## config.mk

```make
export PLATFORM = sky130hd
export DESIGN_NAME = formation_marcher_flat
export DESIGN_NICKNAME = d
export VERILOG_FILES = /design/src/rtl/formation_marcher_if.sv /design/src/rtl/formation_marcher.sv /design/src/flat_wrapper.sv
export SDC_FILE = /design/constraint.sdc
export NUM_CORES = 1
export LEC_CHECK = 0
export CAP_MARGIN = 20
export CORE_ASPECT_RATIO = 0.5
export CORE_MARGIN = 10
export CORE_UTILIZATION = 40
export DETAILED_ROUTE_END_ITERATION = 10
export GPL_TIMING_DRIVEN = 0
export PLACE_DENSITY = 0.62
export SYNTH_ARGS = -nofsm -noshare
export SYNTH_HDL_FRONTEND = slang
export SYNTH_SLANG_ARGS = --single-unit
```

## constraint.sdc

```tcl
create_clock -name clk -period 5.2 [get_ports clk]
set_input_delay 1.04 -clock clk [delete_from_list [all_inputs] [get_ports clk]]
set_output_delay 1.04 -clock clk [all_outputs]
set_load 0.05 [all_outputs]
```

## src/rtl/formation_marcher_if.sv

```systemverilog
// Host-side bundle for the alien formation controller: video scan, hit
// requests, restart, and the formation status returned to the host.
interface formation_marcher_if #(
    parameter int NUM_ROWS    = 3,
    parameter int NUM_COLUMNS = 5
);
    localparam int CNT_W = $clog2(NUM_ROWS * NUM_COLUMNS + 1);

    logic                                 frame_tick;
    logic [15:0]                          scan_x;
    logic [15:0]                          scan_y;
    logic                                 hit_valid;
    logic [15:0]                          hit_row;
    logic [15:0]                          hit_col;
    logic                                 restart;
    logic [NUM_ROWS-1:0][NUM_COLUMNS-1:0] alive_matrix;
    logic [NUM_ROWS-1:0][NUM_COLUMNS-1:0] armed_matrix;
    logic [15:0]                          origin_x;
    logic [15:0]                          origin_y;
    logic [CNT_W-1:0]                     alive_count;
    logic                                 hit_accepted;
    logic                                 step_pulse;
    logic                                 cleared;
    logic                                 landed;
    logic                                 alien_pixel;

    modport master (
        output frame_tick, scan_x, scan_y, hit_valid, hit_row, hit_col, restart,
        input  alive_matrix, armed_matrix, origin_x, origin_y, alive_count,
               hit_accepted, step_pulse, cleared, landed, alien_pixel
    );

    modport slave (
        input  frame_tick, scan_x, scan_y, hit_valid, hit_row, hit_col, restart,
        output alive_matrix, armed_matrix, origin_x, origin_y, alive_count,
               hit_accepted, step_pulse, cleared, landed, alien_pixel
    );
endinterface

```

## src/rtl/formation_marcher.sv

```systemverilog
// Space-Invaders style formation: alive bookkeeping, indexed hits, edge-bounce
// marching with alive-count dependent speed, terminal flags and sprite pixel.
module formation_marcher #(
    parameter int NUM_ROWS         = 3,
    parameter int NUM_COLUMNS      = 5,
    parameter int START_X          = 100,
    parameter int START_Y          = 50,
    parameter int SPACING_X        = 64,
    parameter int SPACING_Y        = 32,
    parameter int ALIEN_W          = 32,
    parameter int ALIEN_H          = 16,
    parameter int STEP_X           = 8,
    parameter int STEP_Y           = 16,
    parameter int LEFT_BOUND       = 16,
    parameter int RIGHT_BOUND      = 624,
    parameter int LAND_Y           = 400,
    parameter int MIN_PERIOD       = 2,
    parameter int PERIOD_PER_ALIEN = 2
) (
    input logic               clk,
    input logic               rst_n,
    formation_marcher_if.slave bus
);
    localparam int               CNT_W = $clog2(NUM_ROWS * NUM_COLUMNS + 1);
    localparam logic [CNT_W-1:0] FULL  = CNT_W'(NUM_ROWS * NUM_COLUMNS);
    localparam logic [15:0] SX16  = 16'(SPACING_X);
    localparam logic [15:0] SY16  = 16'(SPACING_Y);
    localparam logic [15:0] AW16  = 16'(ALIEN_W);
    localparam logic [15:0] AH16  = 16'(ALIEN_H);
    localparam logic [15:0] STX16 = 16'(STEP_X);
    localparam logic [15:0] STY16 = 16'(STEP_Y);

    typedef enum logic {MARCH, HALT} state_t;
    state_t state, state_nxt;
    logic   marching;

    logic [NUM_ROWS-1:0][NUM_COLUMNS-1:0] alive, alive_nxt, armed;
    logic [NUM_COLUMNS-1:0] col_any, below;
    logic [NUM_ROWS-1:0]    row_any;
    logic [CNT_W-1:0]       count;
    logic [15:0] origin_x, origin_y, ox_nxt, oy_nxt, timer, timer_nxt, period;
    logic [15:0] left_col, right_col, low_row, lx, rx;
    logic        dir_right, dir_nxt;
    logic        hit_ok, step_ok, cleared, landed, cleared_nxt, landed_nxt;
    logic        hit_accepted, step_pulse, pix_p0, pix_p1;

    function automatic logic in_span(input logic [15:0] v, input logic [15:0] lo,
                                     input logic [15:0] len);
        return (v >= lo) && (v < lo + len);
    endfunction

    always_ff @(posedge clk or negedge rst_n) begin
        if (!rst_n)           state <= MARCH;
        else if (bus.restart) state <= MARCH;
        else                  state <= state_nxt;
    end

    always_comb begin
        state_nxt = state;
        case (state)
            MARCH:   if (cleared_nxt || landed_nxt) state_nxt = HALT;
            HALT:    state_nxt = HALT;
            default: state_nxt = MARCH;
        endcase
    end

    always_comb marching = (state == MARCH);

    // Extents of the surviving formation drive both edge detection and landing.
    always_comb begin
        col_any   = '0;
        row_any   = '0;
        left_col  = '0;
        right_col = '0;
        low_row   = '0;
        for (int r = 0; r < NUM_ROWS; r++)
            for (int c = 0; c < NUM_COLUMNS; c++) begin
                col_any[c] = col_any[c] | alive[r][c];
                row_any[r] = row_any[r] | alive[r][c];
            end
        for (int c = NUM_COLUMNS - 1; c >= 0; c--) if (col_any[c]) left_col = 16'(c);
        for (int c = 0; c < NUM_COLUMNS; c++)      if (col_any[c]) right_col = 16'(c);
        for (int r = 0; r < NUM_ROWS; r++)         if (row_any[r]) low_row = 16'(r);
    end

    always_comb begin
        period    = 16'(MIN_PERIOD) + 16'(count) * 16'(PERIOD_PER_ALIEN);
        step_ok   = marching && bus.frame_tick && (timer >= period - 16'd1);
        timer_nxt = timer;
        if (marching && bus.frame_tick) timer_nxt = step_ok ? 16'd0 : timer + 16'd1;
        lx      = origin_x + left_col * SX16;
        rx      = origin_x + right_col * SX16;
        ox_nxt  = origin_x;
        oy_nxt  = origin_y;
        dir_nxt = dir_right;
        if (step_ok) begin
            if (dir_right) begin
                if (rx + AW16 + STX16 > 16'(RIGHT_BOUND)) begin
                    oy_nxt  = origin_y + STY16;
                    dir_nxt = 1'b0;
                end else begin
                    ox_nxt = origin_x + STX16;
                end
            end else begin
                if (lx < 16'(LEFT_BOUND) + STX16) begin
                    oy_nxt  = origin_y + STY16;
                    dir_nxt = 1'b1;
                end else begin
                    ox_nxt = origin_x - STX16;
                end
            end
        end
        landed_nxt = landed | (step_ok && (oy_nxt + low_row * SY16 + AH16 >= 16'(LAND_Y)));
    end

    // Out-of-range indices simply never match any (r,c) and fall through as ignored.
    always_comb begin
        alive_nxt = alive;
        hit_ok    = 1'b0;
        for (int r = 0; r < NUM_ROWS; r++)
            for (int c = 0; c < NUM_COLUMNS; c++)
                if (marching && bus.hit_valid && bus.hit_row == 16'(r) &&
                    bus.hit_col == 16'(c) && alive[r][c]) begin
                    hit_ok          = 1'b1;
                    alive_nxt[r][c] = 1'b0;
                end
        cleared_nxt = cleared | (hit_ok && count == CNT_W'(1));
    end

    always_comb begin
        armed = '0;
        below = '0;
        for (int r = NUM_ROWS - 1; r >= 0; r--)
            for (int c = 0; c < NUM_COLUMNS; c++) begin
                armed[r][c] = alive[r][c] & ~below[c];
                below[c]    = below[c] | alive[r][c];
            end
    end

    always_comb begin
        pix_p0 = 1'b0;
        for (int r = 0; r < NUM_ROWS; r++)
            for (int c = 0; c < NUM_COLUMNS; c++)
                if (alive[r][c] &&
                    in_span(bus.scan_x, origin_x + 16'(c) * SX16, AW16) &&
                    in_span(bus.scan_y, origin_y + 16'(r) * SY16, AH16))
                    pix_p0 = 1'b1;
    end

    always_ff @(posedge clk or negedge rst_n) begin
        if (!rst_n) begin
            alive        <= '1;
            count        <= FULL;
            origin_x     <= 16'(START_X);
            origin_y     <= 16'(START_Y);
            dir_right    <= 1'b1;
            timer        <= '0;
            hit_accepted <= 1'b0;
            step_pulse   <= 1'b0;
            cleared      <= 1'b0;
            landed       <= 1'b0;
            pix_p1       <= 1'b0;
        end else if (bus.restart) begin
            alive        <= '1;
            count        <= FULL;
            origin_x     <= 16'(START_X);
            origin_y     <= 16'(START_Y);
            dir_right    <= 1'b1;
            timer        <= '0;
            hit_accepted <= 1'b0;
            step_pulse   <= 1'b0;
            cleared      <= 1'b0;
            landed       <= 1'b0;
            pix_p1       <= 1'b0;
        end else begin
            alive        <= alive_nxt;
            count        <= hit_ok ? count - CNT_W'(1) : count;
            origin_x     <= ox_nxt;
            origin_y     <= oy_nxt;
            dir_right    <= dir_nxt;
            timer        <= timer_nxt;
            hit_accepted <= hit_ok;
            step_pulse   <= step_ok;
            cleared      <= cleared_nxt;
            landed       <= landed_nxt;
            pix_p1       <= pix_p0;
        end
    end

    assign bus.alive_matrix = alive;
    assign bus.armed_matrix = armed;
    assign bus.origin_x     = origin_x;
    assign bus.origin_y     = origin_y;
    assign bus.alive_count  = count;
    assign bus.hit_accepted = hit_accepted;
    assign bus.step_pulse   = step_pulse;
    assign bus.cleared      = cleared;
    assign bus.landed       = landed;
    assign bus.alien_pixel  = pix_p1;
endmodule

```

## src/flat_wrapper.sv

```systemverilog
// flat-port wrapper written by rule: the top's interface ports become plain ports
module formation_marcher_flat 
#(
    parameter int NUM_ROWS         = 3,
    parameter int NUM_COLUMNS      = 5,
    parameter int START_X          = 100,
    parameter int START_Y          = 50,
    parameter int SPACING_X        = 64,
    parameter int SPACING_Y        = 32,
    parameter int ALIEN_W          = 32,
    parameter int ALIEN_H          = 16,
    parameter int STEP_X           = 8,
    parameter int STEP_Y           = 16,
    parameter int LEFT_BOUND       = 16,
    parameter int RIGHT_BOUND      = 624,
    parameter int LAND_Y           = 400,
    parameter int MIN_PERIOD       = 2,
    parameter int PERIOD_PER_ALIEN = 2
)
  (clk, rst_n, bus_frame_tick, bus_scan_x, bus_scan_y, bus_hit_valid, bus_hit_row, bus_hit_col, bus_restart, bus_alive_matrix, bus_armed_matrix, bus_origin_x, bus_origin_y, bus_alive_count, bus_hit_accepted, bus_step_pulse, bus_cleared, bus_landed, bus_alien_pixel);
  formation_marcher_if #(.NUM_ROWS(NUM_ROWS), .NUM_COLUMNS(NUM_COLUMNS)) bus_i ();
  input logic clk;
  input logic rst_n;
  input wire logic [$bits(bus_i.frame_tick)-1:0] bus_frame_tick;
  input wire logic [$bits(bus_i.scan_x)-1:0] bus_scan_x;
  input wire logic [$bits(bus_i.scan_y)-1:0] bus_scan_y;
  input wire logic [$bits(bus_i.hit_valid)-1:0] bus_hit_valid;
  input wire logic [$bits(bus_i.hit_row)-1:0] bus_hit_row;
  input wire logic [$bits(bus_i.hit_col)-1:0] bus_hit_col;
  input wire logic [$bits(bus_i.restart)-1:0] bus_restart;
  output wire logic [$bits(bus_i.alive_matrix)-1:0] bus_alive_matrix;
  output wire logic [$bits(bus_i.armed_matrix)-1:0] bus_armed_matrix;
  output wire logic [$bits(bus_i.origin_x)-1:0] bus_origin_x;
  output wire logic [$bits(bus_i.origin_y)-1:0] bus_origin_y;
  output wire logic [$bits(bus_i.alive_count)-1:0] bus_alive_count;
  output wire logic [$bits(bus_i.hit_accepted)-1:0] bus_hit_accepted;
  output wire logic [$bits(bus_i.step_pulse)-1:0] bus_step_pulse;
  output wire logic [$bits(bus_i.cleared)-1:0] bus_cleared;
  output wire logic [$bits(bus_i.landed)-1:0] bus_landed;
  output wire logic [$bits(bus_i.alien_pixel)-1:0] bus_alien_pixel;
  assign bus_i.frame_tick = bus_frame_tick;
  assign bus_i.scan_x = bus_scan_x;
  assign bus_i.scan_y = bus_scan_y;
  assign bus_i.hit_valid = bus_hit_valid;
  assign bus_i.hit_row = bus_hit_row;
  assign bus_i.hit_col = bus_hit_col;
  assign bus_i.restart = bus_restart;
  assign bus_alive_matrix = bus_i.alive_matrix;
  assign bus_armed_matrix = bus_i.armed_matrix;
  assign bus_origin_x = bus_i.origin_x;
  assign bus_origin_y = bus_i.origin_y;
  assign bus_alive_count = bus_i.alive_count;
  assign bus_hit_accepted = bus_i.hit_accepted;
  assign bus_step_pulse = bus_i.step_pulse;
  assign bus_cleared = bus_i.cleared;
  assign bus_landed = bus_i.landed;
  assign bus_alien_pixel = bus_i.alien_pixel;
  formation_marcher #(.NUM_ROWS(NUM_ROWS), .NUM_COLUMNS(NUM_COLUMNS), .START_X(START_X), .START_Y(START_Y), .SPACING_X(SPACING_X), .SPACING_Y(SPACING_Y), .ALIEN_W(ALIEN_W), .ALIEN_H(ALIEN_H), .STEP_X(STEP_X), .STEP_Y(STEP_Y), .LEFT_BOUND(LEFT_BOUND), .RIGHT_BOUND(RIGHT_BOUND), .LAND_Y(LAND_Y), .MIN_PERIOD(MIN_PERIOD), .PERIOD_PER_ALIEN(PERIOD_PER_ALIEN)) u_core (.clk(clk), .rst_n(rst_n), .bus(bus_i));
endmodule
```

After elaboration in Yosys (flattened, before gate mapping):

Cells that the tools add are included.

* register bits: 74
* input port bits: 69
* output and inout port bits: 71
* logic and storage cells: 310

* add/sub/neg operators: 26
* bitwise logic cells: 46
* reduce and logical (&&, ||, !) cells: 98
* mux-type cells: 85
* eq/ne operators: 9
* magnitude comparators: 20

Operators by type and width (number)
* 16-bit 2-to-1 mux: 13
* 16-bit greater-or-equal comparator: 9
* 16-bit < comparator: 8
* 16-bit by 6-bit adder with 16-bit output (second input constant): 7
* 1-bit logical AND: 76
* 16-bit by 5-bit adder with 16-bit output (second input constant): 4
* 1-bit 2-to-1 mux: 59
* 16-bit by 2-bit equality test with 1-bit output (second input constant): 3
* 2-bit nonzero test: 18
* 16-bit by 4-bit adder with 16-bit output (second input constant): 2
* 16-bit by 7-bit adder with 16-bit output (second input constant): 2
* 16-bit by 8-bit adder with 16-bit output (second input constant): 2
* 16-bit by 9-bit adder with 16-bit output: 2
* 16-bit by 1-bit equality test with 1-bit output (second input constant): 2
* 16-bit zero test: 2
* 1-bit OR: 25
* 3-bit 2-to-1 mux: 6
* 16-bit by 1-bit adder with 16-bit output (second input constant): 1
* 16-bit by 7-bit adder with 16-bit output: 1
* 16-bit by 9-bit adder with 16-bit output (second input constant): 1
* 16-bit by 3-bit equality test with 1-bit output (second input constant): 1
* 16-bit by 9-bit greater-or-equal comparator with 1-bit output (second input constant): 1
* 16-bit by 10-bit greater-than comparator with 1-bit output (second input constant): 1
* 16-bit by 5-bit < comparator with 1-bit output (second input constant): 1
* other kinds (15): 37

Logic depth before layout (Yosys ltp):

Gate-level depths: netlist (run 1).

* word-level depth: 26
* gate-level depth with buffers: 25
* depth with buffers taken out: 24

Least setup slack after synthesis (run 1):

Ideal clock, no wire load.

* path kind: reg2reg
* start: register u_core.count[0] (netlist: u_core.bus.alive_count[0])
* end: register u_core.state
* arrival time: 5823 ps
* required time: 5062 ps
* stages on the path, launching flop included: 24
* period minus slack after synthesis: 5961 ps
* path slack: -761 ps
* setup time: 138 ps
* buffers on the path: 1
* cells stage by stage: dfstp_2 inv_1 ha_1 inv_1 and3_1 a21oi_1 o22ai_1 nand2_1 xnor2_1 ha_1 a21oi_1 o41a_1 nor3_4 clkbuf_1 nand2_1 xnor2_1 ha_1 a21oi_1 o211ai_1 o2111ai_1 mux2_1 or4_1 a2111oi_2 a21oi_1

* cells in the longest elaborated chain, start to end: 14
* elaborated cells between the ends (all ways): 17
* classes of those cells: add/sub (4); order compare (2); eq/ne (1); mux (4); bitwise (2); reduce/logical (4)

RTL lines
* start, declared: RTL line formation_marcher.sv:40 `logic [CNT_W-1:0] count;`
* start signal, assigned: RTL line formation_marcher.sv:177 `count <= hit_ok ? count - CNT_W'(1) : count;`
* 2-bit by 5-bit adder with 6-bit output: RTL line formation_marcher.sv:87 `period = 16'(MIN_PERIOD) + 16'(count) * 16'(PERIOD_PER_ALIEN);`
* 16-bit by 1-bit subtractor with 16-bit output: RTL line formation_marcher.sv:88 `step_ok = marching && bus.frame_tick && (timer >= period - 16'd1);`
* 16-bit greater-or-equal comparator: RTL line formation_marcher.sv:88
* 1-bit logical AND: RTL line formation_marcher.sv:88
* 16-bit 2-to-1 mux: RTL line formation_marcher.sv:96 `if (step_ok) begin`
* 16-bit by 7-bit adder with 16-bit output: RTL line formation_marcher.sv:113 `landed_nxt = landed | (step_ok && (oy_nxt + low_row * SY16 + AH16 >= 16'(LAND_Y)));`
* 16-bit by 5-bit adder with 16-bit output: RTL line formation_marcher.sv:113
* 16-bit by 9-bit greater-or-equal comparator with 1-bit output: RTL line formation_marcher.sv:113
* 1-bit logical AND: RTL line formation_marcher.sv:113
* 1-bit OR: RTL line formation_marcher.sv:113
* 1-bit logical OR (*): RTL line formation_marcher.sv:61 `MARCH: if (cleared_nxt || landed_nxt) state_nxt = HALT;`
* 1-bit 2-to-1 mux (*): RTL line formation_marcher.sv:61
* 1-bit case mux with 2 select lines (*): RTL line formation_marcher.sv:60 `case (state)`
* 1-bit 2-to-1 mux (*): RTL line formation_marcher.sv:54 `else if (bus.restart) state <= MARCH;`
* end signal, assigned: RTL line formation_marcher.sv:55 `else state <= state_nxt;`
* end, declared: RTL line formation_marcher.sv:34 `state_t state, state_nxt;`

Mark *: on every way between the ends. The rest lies on a longest branch, timed or not.
A chain may end at the register's enable or synchronous reset.

Worst setup path in the final report (run 1):

* start: register u_core.alive (netlist bit u_core.bus.alive_matrix[6])
* end: register u_core.landed (netlist: u_core.bus.landed)

* cells in the longest elaborated chain, start to end: 19
* elaborated cells between the ends (all ways): 30
* classes of those cells: add/sub (6); order compare (3); mux (13); bitwise (7); reduce/logical (1)

RTL lines
* start, declared: RTL line formation_marcher.sv:37 `logic [NUM_ROWS-1:0][NUM_COLUMNS-1:0] alive, alive_nxt, armed;`
* start signal, assigned: RTL line formation_marcher.sv:176 `alive <= alive_nxt;`
* 1-bit OR (2 in series): RTL line formation_marcher.sv:78 `col_any[c] = col_any[c] | alive[r][c];`
* 1-bit 2-to-1 mux: RTL line formation_marcher.sv:82 `for (int c = 0; c < NUM_COLUMNS; c++) if (col_any[c]) right_col = 16'(c);`
* 2-bit 2-to-1 mux (2 in series): RTL line formation_marcher.sv:82
* 3-bit 2-to-1 mux: RTL line formation_marcher.sv:82
* 16-bit by 9-bit adder with 16-bit output: RTL line formation_marcher.sv:92 `rx = origin_x + right_col * SX16;`
* 16-bit by 6-bit adder with 16-bit output: RTL line formation_marcher.sv:98 `if (rx + AW16 + STX16 > 16'(RIGHT_BOUND)) begin`
* 16-bit by 4-bit adder with 16-bit output: RTL line formation_marcher.sv:98
* 16-bit by 10-bit greater-than comparator with 1-bit output: RTL line formation_marcher.sv:98
* 16-bit 2-to-1 mux: RTL line formation_marcher.sv:98
* 16-bit 2-to-1 mux: RTL line formation_marcher.sv:97 `if (dir_right) begin`
* 16-bit 2-to-1 mux: RTL line formation_marcher.sv:96
* 16-bit by 7-bit adder with 16-bit output (*): RTL line formation_marcher.sv:113
* 16-bit by 5-bit adder with 16-bit output (*): RTL line formation_marcher.sv:113
* 16-bit by 9-bit greater-or-equal comparator with 1-bit output (*): RTL line formation_marcher.sv:113
* 1-bit logical AND (*): RTL line formation_marcher.sv:113
* 1-bit OR (*): RTL line formation_marcher.sv:113
* 1-bit 2-to-1 mux (*): RTL line formation_marcher.sv:163 `end else if (bus.restart) begin`
* end signal, assigned: RTL line formation_marcher.sv:185 `landed <= landed_nxt;`
* end, declared: RTL line formation_marcher.sv:44 `logic hit_ok, step_ok, cleared, landed, cleared_nxt, landed_nxt;`

Marked as above.

==> flow_metrics.py, run 1 <==
metrics = {
    "power_and_ir_drop": {
        "power.share.sequential_pct": 35.9,
        "p_leak_nw": 5.44,
        "intPower_mw": 1.09,
        "power_frac_comb_pct": 19.8,
        "p_per_area_nw_per_um2": 113,
        "switching_share_pct": 27.7,
        "peakVddDrop_v": 0.000151,
        "p_sw_mw": 0.419,
        "clkPwrFrac_pct": 44.3,
    },
    "cts": {
        "root_buffer": "clkbuf_16",
        "htreeDepth": 3,
        "clock-sinks": 69,
        "numCtsBuffers": 9,
        "clock_latency_ns": 0.35,
        "clkSlewWorstSetupHoldPaths_ns": 0.06,
        "cts_tree": "done",
        "clk_path_buf_depth": 2,
        "hold_buffers": 0,
    },
    "cells_and_area": {
        "area_growth_pct": 23.1,
        "layout-drive-gt1-share_pct": 9.36,
        "fin_nets": 1806,
        "utilization_pct": 50.3,
        "final_common_cell": "ha_1",
        "num-fill-cells": 2497,
        "instances_no_fill": 1869,
        "layout_common_cells": "219 x ha_1, 137 x nand2_1, 130 x clkdlybuf4s50_1",
        "n_antenna_cell": 0,
    },
    "sta": {
        "slew_violations": 0,
        "fin_skew_ns": 0.00906,
        "clock.fmax_mhz": 177,
        "fin_setup_tns_ns": -0.879,
        "worstMarginPinSlew_ns": 0.964,
        "hold_viol": 0,
        "rsz0062_at_grt": "yes",
        "slew_headroom_pct": 34.8,
        "whs_ns": 0.483,
        "period_needed_ns": 5.64,
        "period_share_pct": 108,
        "setup_viol": 2,
        "layout_setup_ws_ns": -0.441,
    },
    "critical_path": {
        "crit_type": "register to register",
        "critPathRequiredTime_ns": 5.42,
        "worstPathMaxFanout": 4,
        "crit_path_start_kind": "register",
        "critical_path_arrival_ns": 5.86,
        "end_kind": "register",
    },
    "global_routing": {
        "grt_pass1_wl_mm": 55.7,
        "antenna_found_initial": 0,
        "grt_max_degree": 52,
        "grt_pass1_vias": 10500,
        "grtUsageTotal_pct": 19.8,
        "grt-ovfl-total": 0,
    },
    "place": {
        "dpl.hpwl_mm": 27.3,
        "port-buffer-count": 131,
        "gp_congestion": 0.903,
        "place_inst": 1833,
    },
    "min_path": {
        "hp-class": "register to register",
    },
    "detailed_routing": {
        "antenna_left": 0,
        "routedWlPerCell_um": 18.5,
        "drtPass1Iterations": 5,
        "dr.first_iter.drc_count": 724,
        "drt-total-wl_mm": 34.7,
        "num_vias": 10500,
        "route.detailed.drc": 0,
        "viasPerCell": 5.63,
    },
    "die": {
        "dieWidth_um": 253,
        "start_util_pct": 40.9,
        "ioPinCount": 140,
        "core_sq_um": 26500,
        "die_area_sq_um": 34500,
        "num_rows": 42,
        "die_h_um": 136,
    },
    "synth": {
        "synth_ff_type": "dfrtp_1",
        "ys.warnings.count": 0,
        "ys_ff_latch": 69,
        "ys_seq_area_share_pct": 16.2,
        "avgSynthCellArea_sq_um": 8.07,
        "synth-async-reset-ratio_pct": 100,
        "syn_inst": 1344,
        "synth-edff-count": 0,
        "synth_cell_types": 82,
        "syn_area_sq_um": 10800,
    },
    "flow_run": {
        "drv_cap": 0,
    },
    "status": {
        "violations": "setup timing",
        "status": "complete, but fails checks",
    },
}
==> synth_stat cells, drive strengths merged (6+ instances only) <==
cell type,number,area [sq um]
a21oi,82,414
dfrtp,43,1080
nand3,37,185
and3,7,43.8
nand4,26,163
xor2,49,429
ha,223,2790
nor3b,9,67.6
clkinv,6,22.5
dfstp,26,683
nor3,35,186
a21o,41,308
or4,7,52.6
buf,20,128
nand2b,13,88.8
xnor2,107,937
a22oi,8,60.1
clkbuf,21,78.8
o211ai,13,103
inv,72,270
nand2,139,524
and2,13,81.3
o21a,11,82.6
a31oi,9,56.3
a2111oi,6,58.8
or3,8,50.1
o31ai,6,45.0
o21ai,67,335
nor2b,16,108
nor2,108,405
nor4,23,150
mux2i,7,70.1
a211oi,11,110
==> sequential cells by signal (all words and copies together) (netlist names) <==
| register | flops |
|---|---|
| u_core.timer | 16 |
| u_core.bus.alive_matrix | 15 |
| u_core.bus.origin_x | 14 |
| u_core.bus.origin_y | 13 |
| u_core.bus.alive_count | 4 |
| u_core.bus.alien_pixel | 1 |
| u_core.bus.cleared | 1 |
| u_core.bus.hit_accepted | 1 |
| u_core.bus.landed | 1 |
| u_core.bus.step_pulse | 1 |
| u_core.dir_right | 1 |
| u_core.state | 1 |
==> logic make-up (layout without fill, tap and decap cells) <==
| kind of cell | Yosys count | after routing | share of synthesized area, % |
|---|---|---|---|
| AOI/OAI and AO/OA | 309 | 309 | 19.0 |
| muxes | 10 | 10 | 1.03 |
| adders and majority gates | 225 | 225 | 26.1 |
| DFF | 69 | 69 | 16.2 |
| other | 1 | 5 | 0.0346 |
| xor gates and xnor gates | 156 | 156 | 12.6 |
| buffers and inverters | 119 | 288 | 4.60 |
| and+or+nand+nor | 455 | 455 | 20.4 |
==> repair_timing <==
action | in CTS | in global routing
pin swaps | 10 | 9
setup endpoints to repair | 2 | 3
setup buffers | 15 | 5
gates resized for setup | 20 | 19
==> critical path: stages, from the launching register on <==
cell and delay, ns:
dfstp_2 0.38, or3_4 0.41, or4_4 0.44, and3b_2 0.28
ha_4 0.21, buf_4 0.14, a21oi_2 0.18, xnor2_1 0.13
a211oi_4 0.35, a21oi_4 0.14, nor3_4 0.19, clkbuf_8 0.19
nand2_4 0.06, xnor2_4 0.17, ha_4 0.31, and3_4 0.19
o31ai_4 0.07, o21a_1 0.15, a311oi_4 0.36, buf_4 0.18
mux2i_1 0.07, or4_4 0.45, a2111oi_4 0.33, o2bb2ai_1 0.12
==> worst paths after layout <==
kind	from	endpoint	slack (ns)	depth (start not counted)
max reg2reg	u_core.bus.alive_matrix[6]	u_core.bus.landed	-0.44	23
max in group asynchronous	rst_n	u_core.bus.alive_matrix[10]	3.99	2
min in group asynchronous	rst_n	u_core.bus.step_pulse	0.58	1
max	u_core.bus.alive_matrix[6]	u_core.bus.landed	-0.44	23
min	u_core.bus.origin_y[1]	u_core.bus.origin_y[1]	0.48	2
min reg2reg	u_core.bus.origin_y[1]	u_core.bus.origin_y[1]	0.48	2
==> cell type report <==
| type | instances | area (sq um) | share of cell area, % |
|---|---|---|---|
| Multi-Input combinational cell | 1160 | 8820 | 66.1 |
| Sequential cell | 69 | 1770 | 13.2 |
| Timing Repair Buffer | 153 | 1500 | 11.2 |
| Tap cell | 352 | 440 | 3.30 |
| Inverter | 78 | 297 | 2.22 |
| Clock buffer | 9 | 225 | 1.69 |
| Buffer | 41 | 216 | 1.62 |
| Clock inverter | 7 | 90.1 | 0.675 |
==> per-stage QoR <==
stage	instance area, sq um	setup WS [ns]	total power, mW
after global routing	13400	-0.610	1.58
after global placement	12600	-0.961	0.834
after floorplan	10900	-0.342	0.706
after CTS	13200	-0.427	1.52
final	13400	-0.441	1.51
after detailed placement	12700	-1.05	0.848
==> power groups by stage <==
stage	registers (mW)	logic [mW]	clock network, mW
floorplan	0.555	0.152	0
global placement	0.552	0.282	0
detailed placement	0.552	0.296	0
CTS	0.543	0.299	0.679
global route	0.543	0.337	0.702
finish	0.543	0.300	0.670
==> layer usage <==
layer	global-route usage [%]	vias up	share of wire (%)
met1	25.0	5014	44
met5	0	-	0
met4	6.62	0	2.6
met3	2.23	59	5.0
met2	34.7	283	49
li1	-	5167	-
Power figures use the tool's default switching activity.
==> run 2: changes to the inputs <==
--- a/config.mk
+++ b/config.mk
@@ -12,6 +12,7 @@
 export DETAILED_ROUTE_END_ITERATION = 10
 export GPL_TIMING_DRIVEN = 0
 export PLACE_DENSITY = 0.62
+export SETUP_SLACK_MARGIN = 0.02
 export SYNTH_ARGS = -nofsm -noshare
 export SYNTH_HDL_FRONTEND = slang
 export SYNTH_SLANG_ARGS = --single-unit
==> constraint.sdc (replaced) <==
create_clock -name clk -period 5.2 [get_ports clk]
set_input_delay 0.52 -clock clk [delete_from_list [all_inputs] [get_ports clk]]
set_output_delay 0.52 -clock clk [all_outputs]
set_load 0.05 [all_outputs]
==> results of run 2 <==
Same layout as run 1 (identical final DEF). Status: complete, but fails checks: setup timing.
Main changes from that run: clock-pin slew on the worst setup and hold paths 0.06 ns -> 0.07 ns; hold slack 0.483 ns -> 0.0609 ns
==> run 3: changes to the inputs <==
--- a/config.mk
+++ b/config.mk
@@ -9,6 +9,7 @@
 export CORE_ASPECT_RATIO = 0.5
 export CORE_MARGIN = 10
 export CORE_UTILIZATION = 40
+export CTS_BUF_LIST = sky130_fd_sc_hd__clkbuf_16
 export DETAILED_ROUTE_END_ITERATION = 10
 export GPL_TIMING_DRIVEN = 0
 export PLACE_DENSITY = 0.62
==> results of run 3 <==
Same layout as run 1 (identical final DEF). Status: complete, but fails checks: setup timing.
Main changes from that run: clock-pin slew on the worst setup and hold paths 0.06 ns -> 0.07 ns; hold slack 0.483 ns -> 0.0609 ns
